### config.mk
export PLATFORM = sky130hd
export DESIGN_NAME = esm_fetch_queue
export DESIGN_NICKNAME = d
export VERILOG_FILES = /design/src/rtl/esm_pkg.sv /design/src/rtl/esm_instr_decode.sv /design/src/rtl/esm_fetch_queue.sv
export SDC_FILE = /design/constraint.sdc
export NUM_CORES = 1
export LEC_CHECK = 0
export CAP_MARGIN = 10
export CORE_MARGIN = 5
export CORE_UTILIZATION = 50
export CTS_CLUSTER_DIAMETER = 60
export DETAILED_ROUTE_END_ITERATION = 10
export PLACE_DENSITY = 0.69
export SLEW_MARGIN = 20
export SYNTH_ARGS = -nofsm -noshare
export SYNTH_HDL_FRONTEND = slang
export SYNTH_SLANG_ARGS = --single-unit
### constraint.sdc
create_clock -name clk -period 5.8 [get_ports clk]
set_clock_uncertainty 0.15 [all_clocks]
set_input_delay 1.16 -clock clk [delete_from_list [all_inputs] [get_ports clk]]
set_output_delay 1.16 -clock clk [all_outputs]
set_load 0.03 [all_outputs]
### src/rtl/esm_pkg.sv
// Shared definitions for the ESM front end and core.
// Holds the RV32 opcode constants recognised by the decoder, the bubble word
// injected when no instruction is available, and the decoded control bundle.
package esm_pkg;

  localparam logic [6:0] OP_R      = 7'b0110011;
  localparam logic [6:0] OP_IMM    = 7'b0010011;
  localparam logic [6:0] OP_LOAD   = 7'b0000011;
  localparam logic [6:0] OP_STORE  = 7'b0100011;
  localparam logic [6:0] OP_BRANCH = 7'b1100011;
  localparam logic [6:0] OP_LUI    = 7'b0110111;
  localparam logic [6:0] OP_JAL    = 7'b1101111;

  // addi x0,x0,0
  localparam logic [31:0] NOP_WORD = 32'h0000_0013;

  typedef struct packed {
    logic ALUSrc;
    logic RegWrite;
  } ctrl_t;

endpackage

### src/rtl/esm_instr_decode.sv
// Combinational control decode for one instruction word.
// Ports:
//   instr : instruction word (opcode [6:0], rd [11:7])
//   ctrl  : decoded ALUSrc / RegWrite
module esm_instr_decode
  import esm_pkg::*;
#(
  parameter int unsigned Instr_word_size = 32
) (
  input  logic [Instr_word_size-1:0] instr,
  output ctrl_t                      ctrl
);

  // Only opcode and rd matter for these two controls.
  logic unused_bits;
  assign unused_bits = ^instr[Instr_word_size-1:12];

  always_comb begin
    ctrl = '0;
    unique case (instr[6:0])
      OP_R:      begin ctrl.ALUSrc = 1'b0; ctrl.RegWrite = 1'b1; end
      OP_IMM:    begin ctrl.ALUSrc = 1'b1; ctrl.RegWrite = 1'b1; end
      OP_LOAD:   begin ctrl.ALUSrc = 1'b1; ctrl.RegWrite = 1'b1; end
      OP_STORE:  begin ctrl.ALUSrc = 1'b1; ctrl.RegWrite = 1'b0; end
      OP_BRANCH: begin ctrl.ALUSrc = 1'b0; ctrl.RegWrite = 1'b0; end
      OP_LUI:    begin ctrl.ALUSrc = 1'b1; ctrl.RegWrite = 1'b1; end
      OP_JAL:    begin ctrl.ALUSrc = 1'b1; ctrl.RegWrite = 1'b1; end
      default:   ctrl = '0;
    endcase
    // Writes to x0 are architecturally discarded.
    if (instr[11:7] == 5'd0) ctrl.RegWrite = 1'b0;
  end

endmodule

### src/rtl/esm_fetch_queue.sv
// Instruction fetch queue in front of the ESM core.
// Buffers incoming words in a FIFO, decodes ALUSrc/RegWrite from the head and
// presents one registered instruction per cycle; injects NOP_WORD when empty
// and holds outputs while the core stalls.
// Ports:
//   clk, rst (sync, active high), flush (sync queue clear)
//   in_valid/in_instr/in_ready : upstream handshake
//   core_ready                 : core accepts a new word this cycle
//   Instr_out/ALUSrc/RegWrite  : registered instruction and controls
//   out_valid                  : 1 = real instruction, 0 = injected NOP
//   count                      : FIFO occupancy
module esm_fetch_queue
  import esm_pkg::*;
#(
  parameter int unsigned                Instr_word_size = 32,
  parameter int unsigned                depth           = 8,
  parameter logic [Instr_word_size-1:0] NOP_WORD        = esm_pkg::NOP_WORD
) (
  input  logic                         clk,
  input  logic                         rst,
  input  logic                         flush,
  input  logic                         in_valid,
  input  logic [Instr_word_size-1:0]   in_instr,
  output logic                         in_ready,
  input  logic                         core_ready,
  output logic [Instr_word_size-1:0]   Instr_out,
  output logic                         ALUSrc,
  output logic                         RegWrite,
  output logic                         out_valid,
  output logic [$clog2(depth):0]       count
);

  localparam int unsigned AW = $clog2(depth);
  localparam int unsigned CW = AW + 1;
  localparam logic [CW-1:0] FULL = CW'(depth);

  logic [Instr_word_size-1:0] mem [depth];
  logic [AW-1:0]              wr_ptr, rd_ptr;
  logic                       push, pop, empty;
  logic [Instr_word_size-1:0] head;
  ctrl_t                      head_ctrl;

  assign empty    = (count == '0);
  assign in_ready = (count != FULL);
  assign push     = in_valid & in_ready & ~flush;
  assign pop      = core_ready & ~empty & ~flush;
  assign head     = mem[rd_ptr];

  esm_instr_decode #(
    .Instr_word_size(Instr_word_size)
  ) u_decode (
    .instr(head),
    .ctrl (head_ctrl)
  );

  // Storage is not reset; pointers and count alone define validity.
  always_ff @(posedge clk) begin
    if (push && !rst) mem[wr_ptr] <= in_instr;
  end

  always_ff @(posedge clk) begin
    if (rst || flush) begin
      wr_ptr    <= '0;
      rd_ptr    <= '0;
      count     <= '0;
      Instr_out <= NOP_WORD;
      ALUSrc    <= 1'b1;
      RegWrite  <= 1'b0;
      out_valid <= 1'b0;
    end else begin
      if (push) wr_ptr <= wr_ptr + AW'(1);
      if (pop)  rd_ptr <= rd_ptr + AW'(1);
      if (push && !pop)      count <= count + CW'(1);
      else if (pop && !push) count <= count - CW'(1);

      if (core_ready) begin
        if (!empty) begin
          Instr_out <= head;
          ALUSrc    <= head_ctrl.ALUSrc;
          RegWrite  <= head_ctrl.RegWrite;
          out_valid <= 1'b1;
        end else begin
          Instr_out <= NOP_WORD;
          ALUSrc    <= 1'b1;
          RegWrite  <= 1'b0;
          out_valid <= 1'b0;
        end
      end
    end
  end

endmodule
# --- Word level (Yosys, flattened, before mapping) ---
# Memories as Yosys holds them, arrays and structs flattened. A register that Yosys moved wholly into a read port is not among the register bits.
# Index checks and enable logic that the tools add are counted.
classes:
  n_eq_ne: 7
  n_mux: 12
  bitwise: 6
  addsub: 4
  reduce_logical: 11
ops:
  columns: ["op", "count"]
  rows:
  - ["32-bit 2-to-1 mux", 1]
  - ["7-bit by 6-bit equality test with 1-bit output (second input constant)", 3]
  - ["4-bit 2-to-1 mux", 2]
  - ["7-bit by 2-bit equality test with 1-bit output (second input constant)", 1]
  - ["7-bit by 5-bit equality test with 1-bit output (second input constant)", 1]
  - ["7-bit equality test (second input constant)", 1]
  - ["3-bit by 1-bit adder with 3-bit output (second input constant)", 2]
  - ["1-bit 2-to-1 mux", 6]
  - ["3-bit 2-to-1 mux", 2]
  - ["2-bit one-hot mux with 3 select lines", 1]
  - ["5-bit zero test", 1]
  - ["4-bit by 1-bit adder with 4-bit output (second input constant)", 1]
  - ["1-bit AND", 4]
  - ["4-bit zero test", 1]
  - ["4-bit inequality test (second input constant)", 1]
  - ["4-bit OR reduction", 1]
  - ["4-bit by 1-bit subtractor with 4-bit output (second input constant)", 1]
  - ["1-bit logical AND", 3]
  - ["1-bit zero test", 3]
  - ["1-bit NOT", 2]
  - ["2-bit nonzero test", 1]
  - ["1-bit logical OR", 1]
totals:
  output_inout_bits: 40
  ramBits: 256
  elab_cells: 48
  register_bits: 45
  mem_count: 1
mem_list:
  columns: ["memory", "depth", "word_bits", "read_ports", "rd_ports_with_merged_regs", "wr", "line", "rtl"]
  rows:
  - ["mem", 8, 32, 1, 1, 1, "esm_fetch_queue.sv:37", "logic [Instr_word_size-1:0] mem [depth];"]

# --- Logic depth before layout (Yosys ltp) ---
logic_depth:
  ltp_word: 7
  ltp_mapped: 11
  depth_no_buf: 11

# --- Cells and area by module ---
# A second synthesis with hierarchy kept.
unflattened:
  hier_cells: 546
  hier_area_um2: 11537.3
by_module_without_submodules:
  columns: ["module", "n_inst", "area_each_um2", "cells_each"]
  rows:
  - ["esm_fetch_queue", 1, 11452.2, 532]
  - ["esm_instr_decode", 1, 85.1, 14]

# --- Least setup slack after synthesis ---
# Ideal clock, no wire load.
synth_timing:
  kind: "input port to flip-flop"
  startpoint: "input flush"
  endpoint: "memory mem[0][0], enable pin"
  path_stages: 4
  n_path_buf: 1
  arrival_time_ns: 4.165
  setup_slack_ns: 1.024
  setup_ns: 0.461
  t_required_ns: 5.189
  path_cell_list: "or2_2 clkbuf_1 or3_1 nor3_1"
synth_between:
  elab_chain_len: 5
synth_rtl:
  columns: ["element", "line", "rtl"]
  rows:
  - ["from (decl)", "esm_fetch_queue.sv:21", "input logic flush,"]
  - ["1-bit NOT", "esm_fetch_queue.sv:45", "assign push = in_valid & in_ready & ~flush;"]
  - ["1-bit AND", "esm_fetch_queue.sv:45", null]
  - ["1-bit logical AND", "esm_fetch_queue.sv:58", "if (push && !rst) mem[wr_ptr] <= in_instr;"]
  - ["1-bit 2-to-1 mux", "esm_fetch_queue.sv:58", null]
  - ["1-bit 2-to-1 mux (not written as such)", "esm_fetch_queue.sv:58", null]
  - ["to (decl)", "esm_fetch_queue.sv:37", null]
# No other way between the ends.

# --- Worst setup path after layout ---
layout_timing:
  startpoint: "input flush"
  endpoint: "memory mem[6][20], enable pin"
# Same word-level chain as after synthesis.

==> flow_results.org <==
** Synth
- The biggest area contributor in the post-synthesis netlist is edfxtp_1.
- Per-instance average area after synthesis :: between 15 and 20 sq um
- Flip-flop and latch count after synthesis :: about 300
- Mapped Nets :: 691
- The share of synthesized area in the top cell type comes to 0.6660.
- Counting flops with a built-in enable in the synthesized netlist gives between 200 and 300.
- Cells after synthesis :: between 600 and 700
- Most instantiated flip-flop cell in the synthesis netlist :: edfxtp_1
- Main combinational cell family by area after synthesis :: multiplexers
- Yosys attributes the largest share of cell area to edfxtp_1 67%, mux4_2 12%, dfxtp_1 8.3%.
- The Yosys step of the flow raised 0 warnings.
- Summed instance area of the synthesized netlist :: about 12000 sq um
- Share of the synthesized area in compound gates (AO/OA/AOI/OAI) :: 0.04163
- Of all flip-flops after synthesis, the portion carrying an async set or reset was 0.
- Number of unique standard cell types used by synthesis :: 43
- Xor and xnor area share after synthesis :: 0.006070
- Of the total synthesized cell area, the portion taken by full adders, half adders and majority gates is 0.007154.
- Multiplexer fraction of the synthesized cell area :: 0.1294
- Seq/Total Area, Yosys :: 0.7493
- Of the total synthesized cell area, the portion taken by AND, OR, NAND and NOR gates is 0.05117.

** Global routing
- Entering global routing, the biggest net connects between 40 and 50 pins.
- The initial antenna violation count is 0.
- The number of global-route vias before repair was approximately 6.5k.
- In this run the most used layer during global routing was met2.
- Aggregate global-route resource usage :: 0.1793
- For met2 alone, demand over resource in global routing was 0.3084.
- For met1 alone, demand over resource in global routing was 0.2343.
- Global-route congestion overflow total :: 0
- Global routing usage on met3 :: 0.03375
- The first global-routing pass estimated about 36000 um of wire.

** CTS
- The number of setup buffers added after CTS is 0.
- Total clock buffers created by CTS :: 30
- In this run the number of H-tree levels came out at 1.
- CTS tree :: done
- Hold repair after CTS inserted 0 buffers.
- CTS-repair resized insts :: 0
- After clock tree synthesis, the clock-pin slew on the worst setup and hold paths is 0.06 ns.
- Clock tree synthesis selected as its root buffer the cell clkbuf_16.
- Bufs on Longest Clock Path :: 3
- Clock Sinks :: a little over 300
- The clock reaches the later pin of the worst-skew pair after between 0.5 and 0.6 ns.

** Timing
- For the pin with the worst max-slew slack, the measured transition is between 1 and 1.5 ns.
- Setup repair after global routing left no endpoint under its margin.
- The number of hold violations in the final report came to 0.
- Fin. max-slew vios :: 0
- Based on the critical path, the design can be clocked at up to between 200 and 300 MHz.
- Setup violations remaining at the end of the flow were counted as 0.
- Period Utilization, post-route :: 0.6612
- Once routing completed, OpenROAD measured the worst setup slack at 1.965 ns.
- For the finished layout, the period the worst path requires is approximately 3.8 ns.
- The worst pin sits at a relative slew slack of 0.2748.
- Setup total negative slack :: 0 ns

** Drt
- First-pass detailed-route iteration total :: 4
- Once detail routing completed, the nets flagged for antenna violations numbered 0.
- Wires add up to about 23000 um.
- Final routed DRC violation total :: 0
- Vias per std cell :: between 5 and 6
- Drt initial violations :: about 500
- Total number of vias :: between 6k and 7k
- WL/cell :: around 22 um

** Place
- Sum of net half-perimeters after detailed placement :: ~13000 um
- Placement Setup Slack :: 1.384 ns
- Including well taps, the total number of placed cells is a little under 1k.
- Weighted congestion at the end of routability-driven global placement :: approximately 0.76
- Port Buf Inserts :: 76

** Cells and area
- Fraction of final layout cells sized beyond drive strength 1 :: 0.1686
- Post-layout net count :: between 700 and 800
- Post-layout util :: 0.5993
- Relative to the synthesized area, the layout overhead comes to 17.92%.
- The finished layout holds between 1k and 1.5k standard cells, fillers aside.
- After filler insertion, the fill cell instance count of the layout stands at around 1.6k.

** Power
- Peak supply drop :: 0.2352 mV
- Leakage power figure :: approximately 4.3 nW
- Power Density :: about 320 nW/um^2
- The design draws approximately 0.0043 W.

** Floorplanning
- Number of top-level pins :: 77
- In this run the core area contains 55 standard-cell rows.
- The initial utilization of the core area, before any placement, comes to 0.5083.
- The die covers ~26000 sq um.
- Core ar. :: 22710 sq um
- Die X :: about 160 um
- From bottom edge to top edge, the die measures ~160 um.

** Worst setup path
- CP Data Arrival Time :: 3.83 ns
- Biggest fanout along the worst timing path :: 43
- Kind of critical path :: input pin to register
- Setup crit start kind :: input pin
- The startpoint identified for the worst register-to-register timing path is count[0].
- Tracing the worst setup path back leads to its startpoint at flush.
- Data required time at the worst endpoint :: 5.79 ns
- Capturing element type of the critical path :: register

** Job
- Reported max-cap violation count :: 0

** Worst hold path
- Path class of the lowest-slack min-delay path :: register to register
- The startpoint identified for the worst hold timing path is out_valid.

** Run status
- Result of the run :: complete, no violations
## worst paths after layout
check / to / slack (ns) / cells past startpoint
min reg2reg: out_valid / 0.31 / 2
min: out_valid / 0.31 / 2
max reg2reg: count[3] / 2.54 / 11
max: mem[6][20] / 1.97 / 4
## cells in the mapped netlist (4+ instances only)
cell and count:
edfxtp_1 256, a21oi_1 56, xor2_1 6, nand2_1 65, nor3_1 5, nor2_1 51
nand2b_1 5, buf_2 12, clkbuf_1 12, buf_4 5, o22ai_1 7, mux4_2 59
mux2_2 4, a22oi_1 7, dfxtp_1 48, ha_1 5
## flip-flops by register name, indices dropped and copies added (netlist names), named ones only
register and count:
ALUSrc 1, Instr_out 32, RegWrite 1, count 4, mem 256, out_valid 1, rd_ptr 3, wr_ptr 3
## layer usage
metal	vias up	part of all wire
met4	0	0.027
li1	2716	-
met1	3095	0.42
met5	-	0
met3	49	0.052
met2	168	0.50
## worst max-delay path: stages
cell and delay (ns):
clkdlybuf4s50_1 0.47, or2_2 0.68, or3_1 0.62, nor2_4 0.87
## area by class of cell
type                    instances  area [sq um]  share of cell area
flip-flops and latches        304          8653              0.6358
multi-input cells             308          2784              0.2045
repair buffers                 88         910.9             0.06692
clock buffers                  41         823.3             0.06049
well taps                     285         356.6             0.02620
clock inverters                14         65.06            0.004780
inverters                       4         15.01            0.001103
diodes                          1         2.502           0.0001839
## cell families after synthesis
| family | after synthesis |
|---|---|
| flops | 304 |
| simple gates | 141 |
| compound gates | 83 |
| mux | 70 |
| buf+inv | 36 |
| xor+xnor | 8 |
| fa+ha+maj | 6 |
## cells in the final DEF, fill, tap and decap left out, types with 2 or more instances in the layout
master | netlist | final
or3_1 | 2 | 2
nand2_1 | 65 | 65
nand4_1 | 2 | 2
nor2_4 | 0 | 6
clkinv_2 | 0 | 2
xnor2_1 | 2 | 2
mux2_2 | 4 | 4
buf_16 | 0 | 3
clkbuf_1 | 12 | 9
a22oi_1 | 7 | 7
o211ai_1 | 2 | 2
and3b_1 | 2 | 2
nor2b_1 | 3 | 3
xor2_1 | 6 | 6
clkinv_1 | 1 | 10
o22ai_1 | 7 | 7
mux2i_1 | 3 | 3
nand3_1 | 3 | 3
edfxtp_1 | 256 | 256
nor3_1 | 5 | 3
ha_1 | 5 | 5
dfxtp_1 | 48 | 46
nand2b_1 | 5 | 5
mux4_1 | 2 | 2
nor3_2 | 0 | 2
mux4_2 | 59 | 59
inv_1 | 3 | 2
a31oi_1 | 3 | 3
o21ai_0 | 2 | 2
a21oi_1 | 56 | 56
clkdlybuf4s50_1 | 0 | 76
clkbuf_16 | 0 | 31
buf_4 | 5 | 9
nor2_1 | 51 | 45
## through the flow
stage	cell area, sq um	hold slack [ns]
after floorplan	11540	0.3041
after global placement	12640	0.2986
after detailed placement	12640	0.3094
after CTS	13530	0.3182
after global routing	13610	0.3417
final	13610	0.3143
## report_power, final
group	leakage, nW	internal (W)	total [W]	switching [W]
combinational	1.16	0.0000865	0.000201	0.000115
clock	0.426	0.000985	0.00173	0.000746
sequential	2.70	0.00238	0.00240	0.0000168
(Power assumes the default switching activity.)
